<file path="src/rtl/audio_i2s_rx.sv">
// rtl/audio_i2s_rx.sv - I2S capture front-end producing stereo frame words
module audio_i2s_rx #(
  parameter int SAMPLE_W = 16
) (
  input  logic        clk,
  input  logic        rst_n,
  input  logic        i2s_bclk,
  input  logic        i2s_lrclk,
  input  logic        i2s_sdata,
  input  logic        enable,
  output logic [31:0] out_data,
  output logic        out_valid,
  input  logic        out_ready,
  output logic        ovf,
  output logic        short_err,
  input  logic        err_clr,
  output logic [15:0] frame_cnt
);

  localparam logic [1:0] ST_IDLE  = 2'd0;
  localparam logic [1:0] ST_SYNC  = 2'd1;
  localparam logic [1:0] ST_LEFT  = 2'd2;
  localparam logic [1:0] ST_RIGHT = 2'd3;

  localparam logic [5:0] SW      = 6'(SAMPLE_W);
  localparam logic [5:0] SW_LAST = 6'(SAMPLE_W - 1);

  logic                bclk_s1, bclk_s2, bclk_s3;
  logic                lr_s1, lr_s2, lr_prev;
  logic                sd_s1, sd_s2;
  logic                bclk_rise, right_start, left_start, data_bit, cap_en;
  logic [5:0]          bit_cnt;
  logic [1:0]          state;
  logic [SAMPLE_W-1:0] left_sh, right_sh;
  logic                got_frame, done, short_set, accept;
  logic [15:0]         left_half, right_half;

  // Two-flop synchronizers on all pins, plus a third BCLK flop for edge detection
  always_ff @(posedge clk) begin
    if (!rst_n) begin
      bclk_s1 <= 1'b0; bclk_s2 <= 1'b0; bclk_s3 <= 1'b0;
      lr_s1   <= 1'b0; lr_s2   <= 1'b0; lr_prev <= 1'b0;
      sd_s1   <= 1'b0; sd_s2   <= 1'b0;
    end else begin
      bclk_s1 <= i2s_bclk;  bclk_s2 <= bclk_s1; bclk_s3 <= bclk_s2;
      lr_s1   <= i2s_lrclk; lr_s2   <= lr_s1;
      sd_s1   <= i2s_sdata; sd_s2   <= sd_s1;
      if (bclk_rise) lr_prev <= lr_s2;
    end
  end

  assign bclk_rise   = bclk_s2 & ~bclk_s3;
  assign right_start = bclk_rise & lr_s2 & ~lr_prev;
  assign left_start  = bclk_rise & ~lr_s2 & lr_prev;
  // The bit on the edge that reveals an LRCLK change belongs to the old slot
  assign data_bit    = bclk_rise & ~(right_start | left_start);
  assign cap_en      = data_bit & (bit_cnt < SW);

  // Per-slot bit counter, saturating so long slots never wrap back into range
  always_ff @(posedge clk) begin
    if (!rst_n) begin
      bit_cnt <= 6'd0;
    end else if (right_start || left_start) begin
      bit_cnt <= 6'd0;
    end else if (bclk_rise && bit_cnt != 6'd63) begin
      bit_cnt <= bit_cnt + 6'd1;
    end
  end

  assign short_set = enable &
                     (((state == ST_LEFT)  & right_start & (bit_cnt < SW)) |
                      ((state == ST_RIGHT) & left_start  & ~got_frame));

  // Frame alignment FSM and channel shift registers; done pulses on the last right bit
  always_ff @(posedge clk) begin
    if (!rst_n) begin
      state     <= ST_IDLE;
      left_sh   <= '0;
      right_sh  <= '0;
      got_frame <= 1'b0;
      done      <= 1'b0;
    end else begin
      done <= 1'b0;
      if (!enable) begin
        state     <= ST_IDLE;
        got_frame <= 1'b0;
      end else begin
        case (state)
          ST_IDLE: state <= ST_SYNC;
          ST_SYNC: if (left_start) state <= ST_LEFT;
          ST_LEFT: begin
            if (cap_en) left_sh <= {left_sh[SAMPLE_W-2:0], sd_s2};
            if (right_start) begin
              state     <= (bit_cnt >= SW) ? ST_RIGHT : ST_SYNC;
              got_frame <= 1'b0;
            end
          end
          ST_RIGHT: begin
            if (cap_en) begin
              right_sh <= {right_sh[SAMPLE_W-2:0], sd_s2};
              if (bit_cnt == SW_LAST) begin
                got_frame <= 1'b1;
                done      <= 1'b1;
              end
            end
            if (left_start) begin
              state     <= ST_LEFT;
              got_frame <= 1'b0;
            end
          end
          default: state <= ST_IDLE;
        endcase
      end
    end
  end

  // Left-justify each channel into 16 bits: truncate wide samples, zero-pad narrow ones
  if (SAMPLE_W >= 16) begin : g_wide
    assign left_half  = left_sh[SAMPLE_W-1 -: 16];
    assign right_half = right_sh[SAMPLE_W-1 -: 16];
  end else begin : g_narrow
    assign left_half  = {left_sh,  {(16-SAMPLE_W){1'b0}}};
    assign right_half = {right_sh, {(16-SAMPLE_W){1'b0}}};
  end

  assign accept = out_valid & out_ready;

  // Output register, delivery counter and sticky error flags (set beats clear)
  always_ff @(posedge clk) begin
    if (!rst_n) begin
      out_data  <= 32'd0;
      out_valid <= 1'b0;
      frame_cnt <= 16'd0;
      ovf       <= 1'b0;
      short_err <= 1'b0;
    end else begin
      if (done && (!out_valid || out_ready)) begin
        out_data  <= {left_half, right_half};
        out_valid <= 1'b1;
      end else if (accept) begin
        out_valid <= 1'b0;
      end
      if (accept) frame_cnt <= frame_cnt + 16'd1;
      if (done && out_valid && !out_ready) ovf <= 1'b1;
      else if (err_clr)                    ovf <= 1'b0;
      if (short_set)    short_err <= 1'b1;
      else if (err_clr) short_err <= 1'b0;
    end
  end

endmodule

</file>
<file path="config.mk">
export PLATFORM = sky130hd
export DESIGN_NAME = audio_i2s_rx
export DESIGN_NICKNAME = d
export VERILOG_FILES = /design/src/rtl/audio_i2s_rx.sv
export SDC_FILE = /design/constraint.sdc
export NUM_CORES = 1
export LEC_CHECK = 0
export BUFFER_PORTS_ARGS = -buffer_cell sky130_fd_sc_hd__buf_4
export CAP_MARGIN = 25
export CORE_MARGIN = 2
export CORE_UTILIZATION = 50
export DETAILED_ROUTE_END_ITERATION = 10
export PLACE_DENSITY = 0.72
export SYNTH_ARGS = -nofsm -noshare
export SYNTH_HDL_FRONTEND = slang
export SYNTH_SLANG_ARGS = --single-unit
</file>
<file path="constraint.sdc">
create_clock -name clk -period 4.25 [get_ports clk]
set_input_delay 0.425 -clock clk [delete_from_list [all_inputs] [get_ports clk]]
set_output_delay 0.425 -clock clk [all_outputs]
set_load 0.1 [all_outputs]
</file>
==> results of run 1 <==
## routing by layer
metal,vias to the layer above,track usage
met3,11,0.0345
met1,1476,0.245
met4,0,0.0871
li1,1682,-
met5,-,0
met2,62,0.310
## logic make-up (layout without fill, tap and decap cells)
family | after synthesis | after routing | synth area share
muxes | 1 | 1 | 0.00260
xor gates and xnor gates | 12 | 12 | 0.0293
buffers and inverters | 34 | 83 | 0.0364
AOI/OAI and AO/OA | 97 | 97 | 0.135
adders and majority gates | 2 | 2 | 0.00651
and+or+nand+nor | 222 | 222 | 0.264
DFF | 101 | 101 | 0.526
## registers in the layout, summed over array words and instances, names as in the netlist, 2 cells and up
signal / cells
bit_cnt: 6
left_half: 16
state: 2
frame_cnt: 16
out_data: 32
right_half: 16
## critical path, stage by stage (launching register included)
cell	delay, ns
dfxtp_1	0.36
nor4b_1	0.51
nand4_1	0.42
buf_8	0.29
nand3_1	0.08
o21ai_0	0.10
## layout by cell type (no fill, tap or decap), types with 4 or more instances in the layout
cell type / n
nand4_1: 8
inv_1: 4
nand2b_1: 5
and2_1: 9
nor4_1: 4
nor3_1: 6
xnor2_1: 8
nor2_1: 21
nand2_1: 113
dfxtp_1: 101
clkbuf_8: 10
a21oi_1: 46
o21ai_0: 37
buf_4: 59
nand3_1: 40
## metrics by stage
stage	power [uW]	instances	instance area, sq um
finish	1580	617	4530
global placement	1010	598	4290
global route	1640	617	4530
detailed placement	1010	599	4310
CTS	1600	615	4500
floorplan	1000	469	3850
## power groups by stage
stage	registers (uW)	logic [uW]	clock network, uW
6_report	953	37.5	594
2_1_floorplan	974	28.1	0
3_5_place_dp	975	37.7	0
5_1_grt	954	42.1	649
4_1_cts	953	37.7	608
3_3_place_gp	975	36.4	0
## area by class of cell
type                       count  area share
clock buffer                  12      0.0320
clock inverter                 4      0.0105
inverter                       5     0.00414
multi-input combinational    334       0.372
sequential                   101       0.446
tap                           99      0.0273
timing repair buffer          62       0.108
## worst max-delay path by stage
stage | end | slack [ns] | cells after the start
finish | left_half[1]$_SDFFE_PN0P_ | 2.37 | 5
global route | left_half[7]$_SDFFE_PN0P_ | 2.16 | 5
CTS | left_half[14]$_SDFFE_PN0P_ | 1.88 | 4
detailed placement | right_half[4]$_SDFFE_PN0P_ | 1.90 | 4
global placement | right_half[8]$_SDFFE_PN0P_ | 1.99 | 4
floorplan | frame_cnt[14]$_SDFFE_PN0P_ | 2.02 | 4
==> results.json, run 1 <==
{
  "cp.required_ns": 4.49,
  "grt_max_degree": 83,
  "synth_cells": 469,
  "arrival_ns": 2.13,
  "num_rows": 31,
  "fin_crit_ns": 1.88,
  "p_comb_frac": 0.024,
  "gr-total-overflow": 0,
  "ys_warn_count": 0,
  "synth_edf_count": 0,
  "place_congestion": 0.797,
  "crit_start": "bit_cnt[4]$_SDFFE_PP0P_",
  "antenna_found_initial": 0,
  "cts_htree_levels": 3,
  "cp-end-kind": "flip-flop",
  "cp-start-kind": "flip-flop",
  "synthArstFlopShare": 0,
  "yosysUniqueCellTypes": 40,
  "critPathKind": "reg -> reg",
  "io_pins": 59,
  "post_cts_buffers": 0,
  "clockBufferDepth": 2,
  "hp-class": "in -> reg",
  "critPathMaxFanout": 24,
  "post_cts_resized": 0,
  "core_area_sq_um": 7370,
  "fp.dieW_um": 91.7,
  "top_layer_used": "met4",
  "avgRoutedWirePerCell_um": 12.4,
  "maxCapViolations": 0,
  "nFillCells": 684,
  "internal-power_uw": 1250,
  "tns_ns": 0,
  "powerDensity_nw_per_um2": 349,
  "whs_ns": 0.272,
  "rsz0062_at_grt": "no",
  "clkPwrFrac": 0.375,
  "numClockSinks": 101,
  "outcome": "finished, final reports clean",
  "setup_viol": 0,
  "multiInputGateArea_sq_um": 1690,
  "drtIter0Drc": 93,
  "grt_use_total": 0.190,
  "max_freq_mhz": 531,
  "yosysTopAreaCellShare": 0.526,
  "cts_hold_buf": 0,
  "dp_hpwl_um": 5010,
  "regArea_sq_um": 2020,
  "num_vias": 3231,
  "synth.avg_cell_area_sq_um": 8.20,
  "port_buffers": 58,
  "maxSlewHeadroom": 0.395,
  "fp.dieH_um": 91.7,
  "hp-start": "i2s_bclk",
  "finalHoldViolCount": 0,
  "cts_tree": "built",
  "synth_top_cell_by_area": "dfxtp_1",
  "syn_nets": 479,
  "synth.ff_latch_count": 101,
  "synth_ff_type": "dfxtp_1",
  "netlist_area_sq_um": 3850,
  "ff2ff_path_depth": 5,
  "r2r-end": "left_half[1]$_SDFFE_PN0P_",
  "finalCritPeriodShare": 0.443,
  "n_antenna_cell": 0,
  "fin_nets": 523,
  "wl_met3_um": 319,
  "worst_slack_ns": 2.37,
  "hold_depth": 2,
  "worst_slew_pin_slew_ns": 0.905,
  "clk_latency_ns": 0.36,
  "r2r-start": "bit_cnt[4]$_SDFFE_PP0P_",
  "power.switching_uw": 337,
  "vias_per_cell": 5.24,
  "place_ws_ns": 1.90,
  "drt-total-wl_um": 7680,
  "ys_seq_area_frac": 0.526,
  "irDropWorstVdd_mv": 0.183,
  "first_pass_iters": 4,
  "min_to": "bclk_s1$_SDFF_PN0_",
  "grt_pass1_vias": 2894,
  "fin_skew_ns": 0.00535,
  "pwr-share-seq": 0.602,
  "slew_violations": 0,
  "cts-root-buf": "clkbuf_8",
  "drc": 0,
  "leakagePower_uw": 0.00160,
  "grt_pass1_wl_um": 13100,
  "initial_core_util": 0.522,
  "yosysMostFrequentCell": "nand2_1",
  "drive_above_1_share": 0.156,
  "synth_common_cells": "113 x nand2_1, 101 x dfxtp_1, 46 x a21oi_1, 40 x nand3_1, 37 x o21ai_0",
  "wl_met1_um": 3660,
  "fin_util": 0.615,
  "synth_area_leaders": "dfxtp_1 53%, nand2_1 11%, a21oi_1 6.0%",
  "switching_share": 0.213,
  "route.met2.wl_um": 3550,
  "ant_nets": 0,
  "r2r_setup_slack_ns": 2.37,
  "area_delta_synth_final_pct": 17.8,
  "clk_pin_slew_ns": 0.09,
  "numCtsBuffers": 9,
  "die-area_sq_um": 8410
}
Note: power is estimated with default switching activity, not from simulation.
==> run 2: changes to the inputs <==
--- a/config.mk
+++ b/config.mk
@@ -5,12 +5,13 @@
 export SDC_FILE = /design/constraint.sdc
 export NUM_CORES = 1
 export LEC_CHECK = 0
+export ABC_AREA = 1
 export BUFFER_PORTS_ARGS = -buffer_cell sky130_fd_sc_hd__buf_4
 export CAP_MARGIN = 25
 export CORE_MARGIN = 2
 export CORE_UTILIZATION = 50
 export DETAILED_ROUTE_END_ITERATION = 10
-export PLACE_DENSITY = 0.72
+export PLACE_DENSITY = 0.71
 export SYNTH_ARGS = -nofsm -noshare
 export SYNTH_HDL_FRONTEND = slang
 export SYNTH_SLANG_ARGS = --single-unit
==> constraint.sdc (replaced) <==
create_clock -name clk -period 1.9 [get_ports clk]
set_input_delay 0.19 -clock clk [delete_from_list [all_inputs] [get_ports clk]]
set_output_delay 0.19 -clock clk [all_outputs]
set_load 0.1 [all_outputs]
==> results.json, run 2 <==
{
  "grt_pass1_wl_um": 13800,
  "synth-compound-area-share": 0.125,
  "synthArstFlopShare": 0,
  "cp-end-kind": "flip-flop",
  "post_cts_resized": 0,
  "synth_mux_area_frac": 0,
  "synth_ff_type": "dfxtp_1",
  "grt_pass1_vias": 3223,
  "cts_tree": "built",
  "fin_skew_ns": 0.0109,
  "antenna_found_initial": 0,
  "power.switching_uw": 833,
  "r2r_setup_slack_ns": 0.25,
  "first_pass_iters": 5,
  "switching_share": 0.230,
  "yosysTopAreaCellShare": 0.501,
  "drt-total-wl_um": 8140,
  "synth_top_family_by_area": "simple AND/OR/NAND/NOR gates",
  "core_area_sq_um": 7770,
  "arrival_ns": 1.95,
  "vias_per_cell": 4.86,
  "maxSlewHeadroom": 0.656,
  "drtIter0Drc": 157,
  "max_freq_mhz": 604,
  "setup_viol": 0,
  "critPathKind": "reg -> reg",
  "synth_fa_ha_area_frac": 0.00620,
  "irDropWorstVdd_mv": 0.454,
  "outcome": "finished, final reports clean",
  "port_buffers": 58,
  "fp.dieH_um": 93.8,
  "area_delta_synth_final_pct": 19.3,
  "die-area_sq_um": 8800,
  "clkPwrFrac": 0.381,
  "yosysUniqueCellTypes": 31,
  "ant_nets": 0,
  "dp_hpwl_um": 5470,
  "fp.dieW_um": 93.8,
  "r2r-start": "bit_cnt[0]$_SDFFE_PP0P_",
  "netlist_area_sq_um": 4030,
  "initial_core_util": 0.519,
  "synth.avg_cell_area_sq_um": 7.42,
  "avgRoutedWirePerCell_um": 11.5,
  "ff2ff_path_depth": 7,
  "gr-total-overflow": 0,
  "yosysMostFrequentCell": "dfxtp_1",
  "synth_edf_count": 0,
  "tns_ns": 0,
  "ys_warn_count": 0,
  "r2r-end": "bit_cnt[0]$_SDFFE_PP0P_",
  "final_cell_mix": "93 x dfxtp_1, 91 x nor2_1, 87 x nand2_1",
  "cp-start-kind": "flip-flop",
  "powerDensity_nw_per_um2": 754,
  "cp.required_ns": 2.20,
  "ys_seq_area_frac": 0.501,
  "synth_cells": 544,
  "synth_common_cells": "101 x dfxtp_1, 91 x nor2_1, 87 x nand2_1, 68 x inv_1, 50 x a21oi_1",
  "p_total_uw": 3630,
  "regMostFlops": "out_data",
  "worst_slew_pin_slew_ns": 0.516,
  "numCtsBuffers": 9,
  "place_congestion": 0.777,
  "clk_pin_slew_ns": 0.10,
  "synth-simple-area-share": 0.268,
  "io_pins": 59,
  "finalCritPeriodShare": 0.871,
  "pwr-share-seq": 0.588,
  "cts_hold_buf": 3,
  "crit_start": "bit_cnt[0]$_SDFFE_PP0P_",
  "place_inst": 688,
  "synth_area_leaders": "dfxtp_1 50%, nor2_1 8.5%, nand2_1 8.1%",
  "crit_path_end": "bit_cnt[0]$_SDFFE_PP0P_",
  "num_rows": 32,
  "drive_above_1_share": 0.170,
  "fin_cells": 707,
  "largest_register_ff_count": 32,
  "internal-power_uw": 2790,
  "critPathMaxFanout": 7,
  "synth.ff_latch_count": 101,
  "synth_top_cell_by_area": "dfxtp_1",
  "n_antenna_cell": 0,
  "slew_violations": 0,
  "synth_xor_area_frac": 0.00434,
  "fin_crit_ns": 1.65,
  "num_vias": 3437,
  "finalHoldViolCount": 0,
  "fin_nets": 610,
  "leakagePower_uw": 0.00201,
  "hp-class": "in -> reg",
  "syn_nets": 554,
  "drc": 0,
  "grt_max_degree": 52,
  "clockBufferDepth": 2,
  "numClockSinks": 101,
  "grt_use_total": 0.194,
  "rsz0062_at_grt": "no",
  "post_cts_buffers": 0,
  "clk_latency_ns": 0.36,
  "layout_commonest_cell": "dfxtp_1",
  "cts-root-buf": "clkbuf_8",
  "cts_htree_levels": 3,
  "p_comb_frac": 0.031,
  "maxCapViolations": 0
}
[run 2: routing by layer]
layer,up-vias,global-route usage,share of wire
met2,66,0.330,0.47
met3,5,0.0305,0.047
li1,1839,-,-
met5,-,0,0
met1,1527,0.243,0.48
met4,0,0.0821,0.0077
[run 2: cell families after synthesis]
family                     count (synthesis)
adders and majority gates                  2
and+or+nand+nor                          246
buffers and inverters                     95
DFF                                      101
AOI/OAI and AO/OA                         98
xor gates and xnor gates                   2
[run 2: how the worst min path moves through the flow]
stage / endpoint / start / depth (start not counted) / slack (ns)
6_report: short_err$_SDFFE_PN0P_ / err_clr / 4 / 0.11
3_5_place_dp: bclk_s1$_SDFF_PN0_ / i2s_bclk / 3 / 0.38
3_3_place_gp: bclk_s1$_SDFF_PN0_ / i2s_bclk / 3 / 0.38
5_1_grt: out_valid$_SDFFE_PN0P_ / out_ready / 4 / 0.13
4_1_cts: ovf$_SDFFE_PN0P_ / err_clr / 4 / 0.1
2_1_floorplan: bclk_s1$_SDFF_PN0_ / i2s_bclk / 2 / 0.29
[run 2: critical path: stages, from the launching register on]
cell	delay, ns
dfxtp_1	0.38
ha_1	0.23
nand3_1	0.14
nor2_1	0.07
nor2_2	0.22
inv_1	0.15
or2_2	0.29
a21oi_1	0.11
[run 2: power by group through the flow]
stage / combinational, uW / clock, uW / sequential [uW]
6_report: 114 / 1380 / 2130
5_1_grt: 128 / 1500 / 2130
4_1_cts: 115 / 1420 / 2130
3_5_place_dp: 110 / 0 / 2180
3_3_place_gp: 109 / 0 / 2180
2_1_floorplan: 78.2 / 0 / 2180
[run 2: final cells by class]
cell class,count,area (sq um)
Fill cell,726,2960
Multi-Input combinational cell,348,1630
Sequential cell,101,2030
Clock buffer,9,124
Tap cell,102,128
Timing Repair Buffer,67,548
Clock inverter,7,77.6
Inverter,73,274
[run 2: stage by stage]
step / worst slack [ns] / instance area, sq um / hold WS, ns / util
floorplan: 0.0629 / 4040 / 0.288 / -
detailed placement: 0.254 / 4580 / 0.376 / 0.590
global placement: 0.288 / 4580 / 0.376 / 0.590
CTS: 0.237 / 4810 / 0.0951 / 0.619
finish: 0.245 / 4810 / 0.107 / 0.619
global route: 0.0823 / 4810 / 0.132 / 0.619
==> run 3: changes to the inputs <==
--- a/config.mk
+++ b/config.mk
@@ -11,7 +11,7 @@
 export CORE_MARGIN = 2
 export CORE_UTILIZATION = 50
 export DETAILED_ROUTE_END_ITERATION = 10
-export PLACE_DENSITY = 0.71
+export PLACE_DENSITY = 0.74
 export SYNTH_ARGS = -nofsm -noshare
 export SYNTH_HDL_FRONTEND = slang
 export SYNTH_SLANG_ARGS = --single-unit
==> constraint.sdc (replaced) <==
create_clock -name clk -period 1.35 [get_ports clk]
set_input_delay 0.135 -clock clk [delete_from_list [all_inputs] [get_ports clk]]
set_output_delay 0.135 -clock clk [all_outputs]
set_load 0.1 [all_outputs]
==> results.json, run 3 (synthesis gave the netlist of run 2 again) <==
{
  "outcome": "complete, but fails checks",
  "violations": "negative setup slack",
  "regMostFlops": "out_data",
  "fp.dieW_um": 93.8,
  "r2r-start": "bclk_s3$_SDFF_PN0_",
  "rsz0062_at_grt": "yes",
  "core_area_sq_um": 7770,
  "grt_pass1_vias": 3334,
  "crit_start": "bclk_s3$_SDFF_PN0_",
  "place_congestion": 0.887,
  "final_cell_mix": "83 x nand2_1, 78 x dfxtp_1, 76 x nor2_1",
  "power.switching_uw": 1200,
  "cts_htree_levels": 3,
  "pwr-share-seq": 0.596,
  "cp-end-kind": "flip-flop",
  "initial_core_util": 0.519,
  "fin_area_sq_um": 5230,
  "drtIter0Drc": 173,
  "internal-power_uw": 3790,
  "clk_latency_ns": 0.37,
  "die-area_sq_um": 8800,
  "first_pass_iters": 5,
  "grt_use_total": 0.202,
  "r2r_setup_slack_ns": -0.04,
  "clockBufferDepth": 2,
  "dp_hpwl_um": 5740,
  "leakagePower_uw": 0.00217,
  "cts-root-buf": "clkbuf_8",
  "avgRoutedWirePerCell_um": 11.8,
  "fin_skew_ns": 0.0115,
  "cp-start-kind": "flip-flop",
  "finalHoldViolCount": 0,
  "gr-total-overflow": 0,
  "num_rows": 32,
  "crit_path_end": "right_half[12]$_SDFFE_PN0P_",
  "irDropWorstVdd_mv": 0.713,
  "clk_pin_slew_ns": 0.10,
  "num_vias": 3628,
  "fin_nets": 630,
  "grt_max_degree": 63,
  "hp-class": "in -> reg",
  "p_total_uw": 4990,
  "clkPwrFrac": 0.367,
  "finalCritPeriodShare": 1.03,
  "tns_ns": -0.486,
  "fin_util": 0.673,
  "maxSlewHeadroom": 0.785,
  "fin_crit_ns": 1.39,
  "drt-total-wl_um": 8560,
  "vias_per_cell": 4.99,
  "setup_viol": 17,
  "p_comb_frac": 0.037,
  "layout_commonest_cell": "nand2_1",
  "critPathKind": "reg -> reg",
  "port_buffers": 58,
  "whs_ns": 0.0301,
  "numCtsBuffers": 9,
  "cts_tree": "built",
  "drive_above_1_share": 0.274,
  "largest_register_ff_count": 32,
  "powerDensity_nw_per_um2": 954,
  "cp.required_ns": 1.67,
  "ant_nets": 0,
  "ff2ff_path_depth": 10,
  "numClockSinks": 101,
  "max_freq_mhz": 721,
  "slew_violations": 0,
  "grt_pass1_wl_um": 14400,
  "maxCapViolations": 0,
  "io_pins": 59,
  "critPathMaxFanout": 8,
  "fp.dieH_um": 93.8,
  "placed_area_sq_um": 4860,
  "switching_share": 0.240,
  "worst_slack_ns": -0.0379,
  "r2r-end": "right_half[12]$_SDFFE_PN0P_",
  "n_antenna_cell": 0,
  "area_delta_synth_final_pct": 29.5,
  "worst_slew_pin_slew_ns": 0.320,
  "drc": 0,
  "antenna_found_initial": 0,
  "arrival_ns": 1.71
}
[run 3: layout make-up]
cell class                 count  area, sq um
fill                         660         2540
sequential                   101         2090
multi-input combinational    348         1780
timing repair buffer          87          772
inverter                      73          275
clock buffer                  10          138
tap                          102          128
clock inverter                 6         51.3
[run 3: critical path, stage by stage, from the launching register on]
cell	delay, ns
dfxtp_2	0.33
inv_2	0.07
nand2_4	0.07
nor2_4	0.12
nand3_4	0.10
buf_12	0.14
nor3_4	0.11
buf_6	0.15
buf_16	0.14
nor2_2	0.04
nor2_1	0.07
[run 3: metrics by stage]
step | setup slack (ns) | std cells
after floorplan | -0.114 | 544
after global placement | 0.0199 | 703
after detailed placement | -0.0356 | 703
after CTS | -0.0439 | 726
after global routing | -0.144 | 727
final | -0.0379 | 727
[run 3: power by group through the flow]
stage / Sequential [uW] / Clock (uW) / Combinational (uW)
finish: 2970 / 1830 / 187
global route: 2970 / 1990 / 209
CTS: 2970 / 1880 / 183
detailed placement: 3040 / 0 / 174
global placement: 3040 / 0 / 169
floorplan: 3040 / 0 / 111
[run 3: timing repair]
item	in CTS	in global routing
cloned	1	0
pin swaps	1	16
setup endpoints to repair	34	46
endpoints found under the hold margin	3	0
hold buffers	3	0
setup buffers	3	1
resized for setup	9	26
[run 3: worst min path at each step]
stage,slack [ns],start,end,cells past startpoint
after floorplan,0.23,i2s_bclk,bclk_s1$_SDFF_PN0_,2
after global placement,0.32,i2s_lrclk,lr_s1$_SDFF_PN0_,3
after detailed placement,0.32,i2s_sdata,sd_s1$_SDFF_PN0_,3
after CTS,0.02,err_clr,short_err$_SDFFE_PN0P_,4
after global routing,0.05,err_clr,short_err$_SDFFE_PN0P_,4
final,0.03,err_clr,short_err$_SDFFE_PN0P_,4
[run 3: metal layers]
layer / global-route usage / vias up / share of wire
li1: - / 1876 / -
met1: 0.247 / 1668 / 0.45
met2: 0.349 / 69 / 0.49
met3: 0.0441 / 15 / 0.040
met4: 0.0725 / 0 / 0.020
met5: 0 / - / 0
